`src/rtl/multicycle_control_fsm_pkg.sv`:
```
// Shared encodings for the multicycle control FSM: opcodes, ALU ops, mux selects,
// state codes and the control-word payload driven by the state decoder.
package multicycle_control_fsm_pkg;

  localparam int unsigned OP_W    = 6;
  localparam int unsigned STATE_W = 4;
  localparam int unsigned ALUOP_W = 3;
  localparam int unsigned SEL_W   = 2;

  localparam logic [OP_W-1:0] OP_RTYPE = 6'b000000;
  localparam logic [OP_W-1:0] OP_LW    = 6'b100011;
  localparam logic [OP_W-1:0] OP_SW    = 6'b101011;
  localparam logic [OP_W-1:0] OP_BEQ   = 6'b000100;
  localparam logic [OP_W-1:0] OP_BNE   = 6'b000101;
  localparam logic [OP_W-1:0] OP_ADDI  = 6'b001000;
  localparam logic [OP_W-1:0] OP_ANDI  = 6'b001100;
  localparam logic [OP_W-1:0] OP_ORI   = 6'b001101;
  localparam logic [OP_W-1:0] OP_SLTI  = 6'b001010;
  localparam logic [OP_W-1:0] OP_J     = 6'b000010;

  localparam logic [ALUOP_W-1:0] ALU_ADD   = 3'b000;
  localparam logic [ALUOP_W-1:0] ALU_SUB   = 3'b001;
  localparam logic [ALUOP_W-1:0] ALU_FUNCT = 3'b010;
  localparam logic [ALUOP_W-1:0] ALU_AND   = 3'b011;
  localparam logic [ALUOP_W-1:0] ALU_OR    = 3'b100;
  localparam logic [ALUOP_W-1:0] ALU_SLT   = 3'b101;

  localparam logic [SEL_W-1:0] PCSRC_ALU    = 2'b00;
  localparam logic [SEL_W-1:0] PCSRC_ALUOUT = 2'b01;
  localparam logic [SEL_W-1:0] PCSRC_JUMP   = 2'b10;

  localparam logic [SEL_W-1:0] SRCB_REG    = 2'b00;
  localparam logic [SEL_W-1:0] SRCB_FOUR   = 2'b01;
  localparam logic [SEL_W-1:0] SRCB_IMM    = 2'b10;
  localparam logic [SEL_W-1:0] SRCB_IMM_SH = 2'b11;

  typedef enum logic [STATE_W-1:0] {
    S_FETCH    = 4'd0,
    S_DECODE   = 4'd1,
    S_MEMADR   = 4'd2,
    S_MEMREAD  = 4'd3,
    S_MEMWB    = 4'd4,
    S_MEMWRITE = 4'd5,
    S_BRANCH   = 4'd6,
    S_EXEC     = 4'd7,
    S_ALUWB    = 4'd8,
    S_IEXEC    = 4'd9,
    S_IWB      = 4'd10,
    S_JUMP     = 4'd11,
    S_ILLEGAL  = 4'd12
  } state_t;

  typedef struct packed {
    logic               mem_to_reg;
    logic               reg_dst;
    logic               ior_d;
    logic               alu_src_a;
    logic               ir_write;
    logic               mem_write;
    logic               mem_read;
    logic               pc_write;
    logic               branch;
    logic               branch_ne;
    logic               reg_write;
    logic               imm_zero_ext;
    logic               illegal_op;
    logic [SEL_W-1:0]   pc_src;
    logic [SEL_W-1:0]   alu_src_b;
    logic [ALUOP_W-1:0] alu_op;
  } ctrl_t;

  function automatic logic is_imm_op(input logic [OP_W-1:0] op);
    return (op == OP_ADDI) || (op == OP_ANDI) || (op == OP_ORI) || (op == OP_SLTI);
  endfunction

endpackage

```
`src/rtl/multicycle_control_fsm_state_decode.sv`:
```
// Purely combinational state-to-control decoder; opcode only refines BRANCH and IEXEC,
// mem_ready only gates the fetch strobes when memory waits are enabled.
module mc_state_decode
  import multicycle_control_fsm_pkg::*;
#(
  parameter bit MEM_WAIT = 1'b0
) (
  input  state_t            state,
  input  logic [OP_W-1:0]   opcode,
  input  logic              mem_ready,
  output ctrl_t             ctrl_c
);

  logic mem_done;
  assign mem_done = !MEM_WAIT || mem_ready;

  always_comb begin
    ctrl_c = '0;
    case (state)
      S_FETCH: begin
        ctrl_c.mem_read  = 1'b1;
        ctrl_c.alu_src_b = SRCB_FOUR;
        ctrl_c.alu_op    = ALU_ADD;
        ctrl_c.pc_src    = PCSRC_ALU;
        ctrl_c.ir_write  = mem_done;
        ctrl_c.pc_write  = mem_done;
      end
      S_DECODE: begin
        ctrl_c.alu_src_b = SRCB_IMM_SH;
        ctrl_c.alu_op    = ALU_ADD;
      end
      S_MEMADR: begin
        ctrl_c.alu_src_a = 1'b1;
        ctrl_c.alu_src_b = SRCB_IMM;
        ctrl_c.alu_op    = ALU_ADD;
      end
      S_MEMREAD: begin
        ctrl_c.ior_d    = 1'b1;
        ctrl_c.mem_read = 1'b1;
      end
      S_MEMWRITE: begin
        ctrl_c.ior_d     = 1'b1;
        ctrl_c.mem_write = 1'b1;
      end
      S_MEMWB: begin
        ctrl_c.mem_to_reg = 1'b1;
        ctrl_c.reg_write  = 1'b1;
      end
      S_EXEC: begin
        ctrl_c.alu_src_a = 1'b1;
        ctrl_c.alu_src_b = SRCB_REG;
        ctrl_c.alu_op    = ALU_FUNCT;
      end
      S_ALUWB: begin
        ctrl_c.reg_dst   = 1'b1;
        ctrl_c.reg_write = 1'b1;
      end
      S_BRANCH: begin
        ctrl_c.alu_src_a = 1'b1;
        ctrl_c.alu_src_b = SRCB_REG;
        ctrl_c.alu_op    = ALU_SUB;
        ctrl_c.pc_src    = PCSRC_ALUOUT;
        ctrl_c.branch    = (opcode == OP_BEQ);
        ctrl_c.branch_ne = (opcode == OP_BNE);
      end
      S_IEXEC: begin
        ctrl_c.alu_src_a    = 1'b1;
        ctrl_c.alu_src_b    = SRCB_IMM;
        ctrl_c.imm_zero_ext = (opcode == OP_ANDI) || (opcode == OP_ORI);
        case (opcode)
          OP_ANDI: ctrl_c.alu_op = ALU_AND;
          OP_ORI:  ctrl_c.alu_op = ALU_OR;
          OP_SLTI: ctrl_c.alu_op = ALU_SLT;
          default: ctrl_c.alu_op = ALU_ADD;
        endcase
      end
      S_IWB: begin
        ctrl_c.reg_write = 1'b1;
      end
      S_JUMP: begin
        ctrl_c.pc_src   = PCSRC_JUMP;
        ctrl_c.pc_write = 1'b1;
      end
      S_ILLEGAL: begin
        ctrl_c.illegal_op = 1'b1;
      end
      default: ctrl_c = '0;
    endcase
  end

endmodule

```
`src/rtl/multicycle_control_fsm.sv`:
```
// Multicycle MIPS-style control unit: state register and next-state logic here,
// control outputs come from the combinational state decoder.
module multicycle_control_fsm
  import multicycle_control_fsm_pkg::*;
#(
  parameter bit MEM_WAIT = 1'b0,
  parameter bit BNE_EN   = 1'b1,
  parameter bit IMM_EN   = 1'b1,
  parameter bit JUMP_EN  = 1'b1
) (
  input  logic                 clk,
  input  logic                 rst,
  input  logic [OP_W-1:0]      Opcode,
  input  logic                 mem_ready,
  output logic                 MemtoReg,
  output logic                 RegDst,
  output logic                 IorD,
  output logic                 ALUSrcA,
  output logic                 IRWrite,
  output logic                 MemWrite,
  output logic                 MemRead,
  output logic                 PCWrite,
  output logic                 Branch,
  output logic                 BranchNe,
  output logic                 RegWrite,
  output logic                 ImmZeroExt,
  output logic                 IllegalOp,
  output logic [SEL_W-1:0]     PCSrc,
  output logic [SEL_W-1:0]     ALUSrcB,
  output logic [ALUOP_W-1:0]   ALUOp,
  output logic [STATE_W-1:0]   state_o
);

  state_t state_q;
  state_t state_d;
  ctrl_t  ctrl_c;
  logic   mem_done;

  assign mem_done = !MEM_WAIT || mem_ready;

  always_ff @(posedge clk or negedge rst) begin
    if (!rst) state_q <= S_FETCH;
    else      state_q <= state_d;
  end

  always_comb begin
    state_d = S_FETCH;
    case (state_q)
      S_FETCH:    state_d = mem_done ? S_DECODE : S_FETCH;
      S_DECODE: begin
        case (Opcode)
          OP_LW, OP_SW: state_d = S_MEMADR;
          OP_RTYPE:     state_d = S_EXEC;
          OP_BEQ:       state_d = S_BRANCH;
          OP_BNE:       state_d = BNE_EN ? S_BRANCH : S_ILLEGAL;
          OP_J:         state_d = JUMP_EN ? S_JUMP : S_ILLEGAL;
          default:      state_d = (IMM_EN && is_imm_op(Opcode)) ? S_IEXEC : S_ILLEGAL;
        endcase
      end
      S_MEMADR:   state_d = (Opcode == OP_SW) ? S_MEMWRITE : S_MEMREAD;
      S_MEMREAD:  state_d = mem_done ? S_MEMWB : S_MEMREAD;
      S_MEMWRITE: state_d = mem_done ? S_FETCH : S_MEMWRITE;
      S_EXEC:     state_d = S_ALUWB;
      S_IEXEC:    state_d = S_IWB;
      default:    state_d = S_FETCH;
    endcase
  end

  mc_state_decode #(
    .MEM_WAIT (MEM_WAIT)
  ) u_decode (
    .state     (state_q),
    .opcode    (Opcode),
    .mem_ready (mem_ready),
    .ctrl_c    (ctrl_c)
  );

  assign MemtoReg   = ctrl_c.mem_to_reg;
  assign RegDst     = ctrl_c.reg_dst;
  assign IorD       = ctrl_c.ior_d;
  assign ALUSrcA    = ctrl_c.alu_src_a;
  assign IRWrite    = ctrl_c.ir_write;
  assign MemWrite   = ctrl_c.mem_write;
  assign MemRead    = ctrl_c.mem_read;
  assign PCWrite    = ctrl_c.pc_write;
  assign Branch     = ctrl_c.branch;
  assign BranchNe   = ctrl_c.branch_ne;
  assign RegWrite   = ctrl_c.reg_write;
  assign ImmZeroExt = ctrl_c.imm_zero_ext;
  assign IllegalOp  = ctrl_c.illegal_op;
  assign PCSrc      = ctrl_c.pc_src;
  assign ALUSrcB    = ctrl_c.alu_src_b;
  assign ALUOp      = ctrl_c.alu_op;
  assign state_o    = state_q;

endmodule

```
`config.mk`:
```
export PLATFORM = sky130hd
export DESIGN_NAME = multicycle_control_fsm
export DESIGN_NICKNAME = d
export VERILOG_FILES = /design/src/rtl/multicycle_control_fsm_pkg.sv /design/src/rtl/multicycle_control_fsm_state_decode.sv /design/src/rtl/multicycle_control_fsm.sv
export SDC_FILE = /design/constraint.sdc
export NUM_CORES = 1
export LEC_CHECK = 0
export BUFFER_PORTS_ARGS = -buffer_cell sky130_fd_sc_hd__buf_2
export CORE_MARGIN = 4
export CORE_UTILIZATION = 37
export CTS_CLUSTER_SIZE = 40
export DETAILED_ROUTE_END_ITERATION = 8
export GPL_ROUTABILITY_DRIVEN = 0
export PLACE_DENSITY = 0.73
export SLEW_MARGIN = 20
export SYNTH_ARGS = -nofsm -noshare
export SYNTH_HDL_FRONTEND = slang
export SYNTH_SLANG_ARGS = --single-unit
```
`constraint.sdc`:
```
create_clock -name clk -period 1.6 [get_ports clk]
set_clock_uncertainty 0.15 [all_clocks]
set_input_delay 0.32 -clock clk [delete_from_list [all_inputs] [get_ports clk]]
set_output_delay 0.32 -clock clk [all_outputs]
set_load 0.05 [all_outputs]
```
==> out/metrics.cfg, run 1 <==
[status]
status = did not finish
failed_stage = 4_1_cts
error = [ERROR DPL-0038] Utilization greater than 100%, impossible to legalize

[floorplanning]
io_pins = 33
initial_utilization_pct = 40.87
fp.dieH_um = 46.62
rows = 13
die_x_um = 46.62

[placed_design]
pre_cts_slack_ps = -554.5
portBuffers = 31
dp_hpwl_um = 1860

[cts]
cts-root-buf = clkbuf_4
htree_levels = 1
cts.sinks = 4
cts_setup_buffers = 5
hold_buffers = 1
cts_buffers = 3
cts_buffer_depth = 2
ctsResizeCount = 63

[yosys]
synthXorXnorAreaFrac_pct = 4.762
yosys-top-cells-area = dfrtp_1, nor2_1, a21oi_1
synth-edff-count = 0
syn-cell-area_um2 = 551.8
ys_seq_area_share_pct = 18.14
synthSimpleGateAreaFrac_pct = 47.39
yosys-mux-area-fraction_pct = 0
yosys.cell_types.count = 33
synth_fa_ha_area_share_pct = 0
synth_top_cell_area_share_pct = 18.14
synth_compound_area_share_pct = 21.77
syn-instance-count = 80
yosysWarnings = 0
synth_area_per_cell_um2 = 6.897
ys.flop_type = dfrtp_1
synth_top_area_cell = dfrtp_1
ys_ff_latch = 4
synth_fp_nets = 89
synth_top_family_by_area = simple AND/OR/NAND/NOR gates
synthArstFlopShare_pct = 100.0

[cells by family after synthesis]
logic type | count (synthesis)
AND/OR/NAND/NOR | 47
AO/OA/AOI/OAI | 17
buffers and inverters | 9
flip-flops | 4
XOR/XNOR | 3
[synthesized netlist by cell type, drive strengths merged, types with 2 or more instances]
cell type / n
clkbuf: 4
nor3: 4
a21oi: 8
nand3b: 4
or3: 3
o32ai: 2
nand3: 2
inv: 2
and3: 2
or2: 4
xnor2: 3
dfrtp: 4
nor2b: 2
nand2b: 4
nor2: 16
buf: 3
[metrics by stage]
step | std cells | cell area [um^2] | setup TNS (ps)
after floorplan | 80 | 745.7 | -6709
after global placement | 151 | 1106 | -4290
after detailed placement | 151 | 1106 | -4726
==> run 2, diff against run 1 <==
--- a/config.mk
+++ b/config.mk
@@ -6,12 +6,11 @@
 export NUM_CORES = 1
 export LEC_CHECK = 0
 export BUFFER_PORTS_ARGS = -buffer_cell sky130_fd_sc_hd__buf_2
-export CORE_MARGIN = 4
-export CORE_UTILIZATION = 37
-export CTS_CLUSTER_SIZE = 40
+export CORE_AREA = 4 4 65 67
 export DETAILED_ROUTE_END_ITERATION = 8
+export DIE_AREA = 0 0 69 71
 export GPL_ROUTABILITY_DRIVEN = 0
-export PLACE_DENSITY = 0.73
+export PLACE_DENSITY_LB_ADDON = 0.15
 export SLEW_MARGIN = 20
 export SYNTH_ARGS = -nofsm -noshare
 export SYNTH_HDL_FRONTEND = slang
==> constraint.sdc (replaced) <==
create_clock -name clk -period 2.08 [get_ports clk]
set_clock_uncertainty 0.15 [all_clocks]
set_input_delay 0.416 -clock clk [delete_from_list [all_inputs] [get_ports clk]]
set_output_delay 0.416 -clock clk [all_outputs]
set_load 0.05 [all_outputs]
==> out/metrics.cfg, run 2 <==
[worst_setup_path]
cpPeakStageDelay_ps = 380
worstPathCellList = buf_6 -> or3_4 -> or3_4 -> nor3_4 -> buf_6
cp_max_fo = 3
crit_buf_inv = 2
reg2reg_setup_slack_ps = 640
cp.required_ps = 1510
critPathSlowestCell = or3_4
critPathLaunchType = input pin
critPathKind = input pin to primary output
crit_path_end_kind = primary output
cpLargestDelayFamily = simple AND/OR/NAND/NOR gates
worstPathArrival_ps = 1570

[cts]
htree_levels = 1  ; unchanged
cts_tree = done
cts_buffers = 3  ; unchanged
cts-root-buf = clkbuf_8
cts_buffer_depth = 2  ; unchanged
cts.sinks = 4  ; unchanged
clk_latency_ps = 210
path_clk_slew_ps = 30

[final_layout]
area_growth_pct = 122.0
nNetsFinal = 142
largest_reg_flops = 4
fin_cells = 179
layout_commonest_cell = buf_4
drive_gt1_share_pct = 68.70
antenna_cells = 0
final_cell_mix = buf_4, buf_2, nor2_1, buf_6, a21oi_1
stdcell_area_um2 = 1225

[routing]
firstDrtPassIters = 2
antenna_left = 0
num_vias = 784
routed_wl_um = 2167
post_drt_wl_per_cell_um = 12.11
post_drt_via_cell_ratio = 4.380
drcViolationCount = 0
drt_iter0_markers = 19

[pwr]
p_leak_uw = 0.0005101
powerDensity_nw_per_um2 = 645.1
peakVddDrop_uv = 162.1

[floorplanning]
die_x_um = 69  ; +48%
core-area_um2 = 3633
io_pins = 33  ; unchanged
initial_utilization_pct = 15.19  ; -26 points
fp.dieH_um = 71  ; +52%
rows = 22  ; +9
dieArea_um2 = 4899

[yosys]
ys.flop_type = dfrtp_1
synthArstFlopShare_pct = 100.0  ; unchanged
synth_area_per_cell_um2 = 6.897  ; unchanged
synth_most_common_cell = nor2_1
synth_fp_nets = 89  ; unchanged
synth-edff-count = 0  ; unchanged
yosys-top-cells-area = dfrtp_1, nor2_1, a21oi_1
ys_top_cells_by_count = nor2_1, a21oi_1
syn-cell-area_um2 = 551.8  ; unchanged
syn-instance-count = 80  ; unchanged
ys_ff_latch = 4  ; unchanged
ys_seq_area_share_pct = 18.14  ; unchanged
synth_top_area_cell = dfrtp_1
yosysWarnings = 0  ; unchanged
yosys.cell_types.count = 33  ; unchanged
synth_top_cell_area_share_pct = 18.14  ; unchanged

[sta]
drv_slew = 0
period_needed_ps = 2140
relSlewSlack_pct = 79.55
rsz0062_at_grt = yes
fin_ws_ps = -60.19
period_share_pct = 102.9
hold_viol = 0
fmax_mhz = 467.2
worst_pin_slew_ps = 305.8
setup_viol = 3

[global_route]
grt_antenna_before_repair = 0
grt_overflow_total = 0
grt_pass1_wl_um = 3726
groute.usage.overall_pct = 9.024
grt_max_degree = 12
grt_pass1_vias = 796

[status]
violations = negative setup slack
status = finished with violations

[run]
cap_violations = 0

[placed_design]
pre_cts_slack_ps = -284.2  ; +270.4 ps
dp_hpwl_um = 1855  ; -0.31%
portBuffers = 31  ; unchanged
place_area_um2 = 1046  ; -5.4%
dp_cells = 174  ; +15%

[worst_hold_path]
hold_path.class = input pin to register

==> run 2: worst reg2reg max path, cell delays in order (launching register included) <==
cell,delay (ps)
dfrtp_2,450
buf_4,200
nor2_1,150
buf_4,150
o31ai_1,60
a21oi_1,190
==> run 2: per-layer routing <==
metal / global-route usage, % / share of wire [%] / up-vias
met5: 0 / 0 / -
met3: 1.136 / 3.3 / 0
li1: - / - / 391
met4: 1.952 / 0 / 0
met1: 10.57 / 42 / 378
met2: 17.37 / 55 / 15
==> run 2: cell type report <==
type | count | area, um^2
clock buffers | 3 | 41.29
fillers | 397 | 2409
inverters | 2 | 7.507
multi-input cells | 67 | 578.1
flip-flops and latches | 4 | 105.1
well taps | 48 | 60.06
repair buffers | 55 | 432.9
==> run 2: what timing repair did <==
item	CTS	global route
gates resized for setup	20	13
buffers inserted	1	0
hold buffers	1	0
setup endpoints to repair	8	13
pin swaps	4	2
hold endpoints to repair	4	0
==> run 2: where the power goes <==
part	switching, uW	internal, uW
Clock	36.0	123
Sequential	14.1	88.0
Combinational	322	207
==> run 2: logic make-up after synthesis <==
| kind of cell | share of synthesized area [%] |
|---|---|
| compound gates | 21.77 |
| xor+xnor | 4.763 |
| buf+inv | 7.934 |
| flops | 18.14 |
| simple gates | 47.39 |
==> run 2: path summary, 6_finish.rpt <==
| check | start | endpoint | depth (start not counted) |
|---|---|---|---|
| hold reg to reg | state_o[2]$_DFF_PN0_ | state_o[1]$_DFF_PN0_ | 2 |
| hold / removal | Opcode[5] | state_o[0]$_DFF_PN0_ | 4 |
| setup / recovery | Opcode[5] | Branch | 5 |
| min in group asynchronous | rst | state_o[1]$_DFF_PN0_ | 2 |
| max in group asynchronous | rst | state_o[0]$_DFF_PN0_ | 2 |
| setup reg to reg | state_o[1]$_DFF_PN0_ | state_o[1]$_DFF_PN0_ | 5 |
==> run 2: through the flow <==
| stage | total power (uW) | TNS, ps | hold WS, ps | util (%) |
|---|---|---|---|---|
| floorplan | 451.7 | -941.9 | -29.59 | - |
| global placement | 581.5 | -959.5 | 75.59 | 28.79 |
| detailed placement | 582.1 | -910.3 | 78.55 | 28.79 |
| CTS | 780.0 | -181.0 | 366.1 | 32.71 |
| global route | 836.7 | -429.3 | 379.2 | 33.71 |
| finish | 790.2 | -98.87 | 371.3 | 33.71 |
No activity file was read; power rests on OpenSTA's default activity.
==> run 3, diff against run 2 <==
--- a/config.mk
+++ b/config.mk
@@ -5,6 +5,7 @@
 export SDC_FILE = /design/constraint.sdc
 export NUM_CORES = 1
 export LEC_CHECK = 0
+export ABC_AREA = 1
 export BUFFER_PORTS_ARGS = -buffer_cell sky130_fd_sc_hd__buf_2
 export CORE_AREA = 4 4 65 67
 export DETAILED_ROUTE_END_ITERATION = 8
==> out/metrics.cfg, run 3 <==
[routing]
num_vias = 753  ; -4.0%
drcViolationCount = 0  ; unchanged
firstDrtPassIters = 2  ; unchanged
post_drt_via_cell_ratio = 3.902  ; -11%
drt_iter0_markers = 24  ; +5
post_drt_wl_per_cell_um = 9.466  ; -22%
routed_wl_um = 1827  ; -16%
antenna_left = 0  ; unchanged

[worst_hold_path]
hold_path.class = input pin to asynchronous set/reset pin

[floorplanning]
die_x_um = 69  ; unchanged
fp.dieH_um = 71  ; unchanged
initial_utilization_pct = 15.77  ; +0.59 points
core-area_um2 = 3633  ; unchanged
io_pins = 33  ; unchanged
dieArea_um2 = 4899  ; unchanged
rows = 22  ; unchanged

[yosys]
syn-cell-area_um2 = 573.1  ; +3.9%
ys_ff_latch = 4  ; unchanged
ys_seq_area_share_pct = 17.47  ; -0.67 points
synthArstFlopShare_pct = 100.0  ; unchanged
synth_area_per_cell_um2 = 5.306  ; -23%
synth_fa_ha_area_share_pct = 0  ; unchanged
yosys-top-cells-area = dfrtp_1, nor2_1, inv_1
ys.flop_type = dfrtp_1
yosysWarnings = 0  ; unchanged
synth_most_common_cell = nor2_1
yosys.cell_types.count = 19  ; -42%
synth_top_cell_area_share_pct = 17.47  ; -0.67 points
synth_top_family_by_area = simple AND/OR/NAND/NOR gates
synthXorXnorAreaFrac_pct = 0  ; -4.8 points
yosys-mux-area-fraction_pct = 0  ; unchanged
synth-edff-count = 0  ; unchanged
synth_top_area_cell = dfrtp_1
syn-instance-count = 108  ; +35%
synth_fp_nets = 117  ; +31%
synth_compound_area_share_pct = 7.205  ; -15 points
synthSimpleGateAreaFrac_pct = 57.64  ; +10 points
ys_top_cells_by_count = nor2_1, inv_1, nand2_1, nand3_1, nor2_2

[final_layout]
layout_commonest_cell = buf_2
fin_util_pct = 26.38  ; -7.3 points
drive_gt1_share_pct = 47.59  ; -21 points
multi_input_area_um2 = 441.7  ; -24%
regArea_um2 = 105.1  ; unchanged
antenna_cells = 0  ; unchanged
largest_reg_flops = 4  ; unchanged
area_growth_pct = 67.25
final_cell_mix = buf_2, inv_1, nor2_1
nNetsFinal = 156  ; +9.9%
stdcell_area_um2 = 958.4  ; -22%
fillCellCount = 431  ; +8.6%

[pwr]
p_leak_uw = 0.0005332  ; +4.5%
peakVddDrop_uv = 302.8  ; +87%
powerDensity_nw_per_um2 = 1611  ; +150%
total_power_uw = 1544  ; +95%

[worst_setup_path]
critPathSlowestCell = dfrtp_2
cpLargestDelayFamily = flip-flops
rr_worst_depth = 7  ; +2
regToRegStartpoint = state_o[2]$_DFF_PN0_
crit_cells = 6  ; +1
worstPathArrival_ps = 1420  ; -150 ps
reg2reg_setup_slack_ps = 720  ; +80 ps
reg2reg_to = state_o[3]$_DFF_PN0_
crit_path_end_kind = primary output
crit_buf_inv = 3  ; +1
cp.required_ps = 1510  ; about the same
critPathKind = register to primary output
worstPathCellList = nor2_2 -> inv_2 -> nor2_4 -> inv_4 -> o21ai_4 -> buf_4
startpoint = state_o[1]$_DFF_PN0_
cp_max_fo = 6  ; +3
critPathLaunchType = register
cpPeakStageDelay_ps = 440  ; +60 ps
crit_end = ALUOp[1]

[sta]
timing.setup.tns_ps = 0  ; +98.87 ps
fmax_mhz = 503.7  ; +7.8%
setup_viol = 0  ; -3
whs_ps = 387.1  ; +15.80 ps
period_share_pct = 95.45  ; -7.4 points
hold_viol = 0  ; unchanged
worst_pin_slew_ps = 252.1  ; -53.73 ps
relSlewSlack_pct = 83.31  ; +3.8 points
drv_slew = 0  ; unchanged
period_needed_ps = 1985  ; -154.9 ps

[cts]
cts_buffers = 3  ; unchanged
cts-root-buf = clkbuf_8
htree_levels = 1  ; unchanged
cts_buffer_depth = 2  ; unchanged
cts.sinks = 4  ; unchanged
path_clk_slew_ps = 30  ; about the same
cts_tree = done
clk_latency_ps = 220  ; about the same

[global_route]
grt_pass1_wl_um = 3180  ; -15%
groute.usage.overall_pct = 7.874  ; -1.2 points
grt_antenna_before_repair = 0  ; unchanged
grt_pass1_vias = 753  ; -5.4%
grt_max_degree = 8  ; -4
grt_overflow_total = 0  ; unchanged

[run]
cap_violations = 0  ; unchanged

[status]
status = finished, final reports clean

[placed_design]
dp_hpwl_um = 1618  ; -13%
portBuffers = 31  ; unchanged
place_area_um2 = 855.8  ; -18%

run 3: stage by stage:
| stage | cells | setup WS [ps] |
|---|---|---|
| finish | 193 | 94.70 |
| detailed placement | 188 | 49.32 |
| floorplan | 108 | -300.7 |
| CTS | 192 | 29.50 |
| global placement | 188 | 44.39 |
| global route | 193 | -0.9953 |
run 3: worst min path at each step:
stage | start | end | cells past startpoint
2_1_floorplan | rst | state_o[0]$_DFF_PN0_ | 0
4_1_cts | rst | state_o[1]$_DFF_PN0_ | 2
3_3_place_gp | rst | state_o[3]$_DFF_PN0_ | 1
6_report | rst | state_o[2]$_DFF_PN0_ | 2
5_1_grt | rst | state_o[1]$_DFF_PN0_ | 2
3_5_place_dp | rst | state_o[3]$_DFF_PN0_ | 1
run 3: logic make-up after synthesis:
group                  Yosys count
DFF                              4
AOI/OAI and AO/OA                8
buffers and inverters           27
and+or+nand+nor                 69
run 3: area by class of cell:
| cell class | count | share of cell area, % |
|---|---|---|
| multi-input combinational | 77 | 46.08 |
| tap | 48 | 6.266 |
| inverter | 27 | 10.84 |
| timing repair buffer | 34 | 21.54 |
| clock buffer | 3 | 4.308 |
| sequential | 4 | 10.97 |
run 3: metal layers:
metal	global-route usage [%]	part of all wire [%]	up-vias
met5	0	0	-
met4	3.254	1.5	0
met3	2.273	6.8	4
met2	13.56	48	26
met1	9.129	44	321
li1	-	-	402
run 3: what timing repair did:
| action | in CTS | in global routing |
|---|---|---|
| endpoints found under the setup margin | 5 | 8 |
| gates resized for setup | 7 | 11 |
| endpoints found under the hold margin | 4 | 0 |
| hold buffers | 1 | 0 |
| pin swaps | 0 | 2 |
| buffers inserted | 0 | 1 |
run 3: power breakdown:
group	switching (uW)	total [uW]	internal, uW
sequential	45.1	163	118
combinational	934	1220	287
clock	36.5	159	123
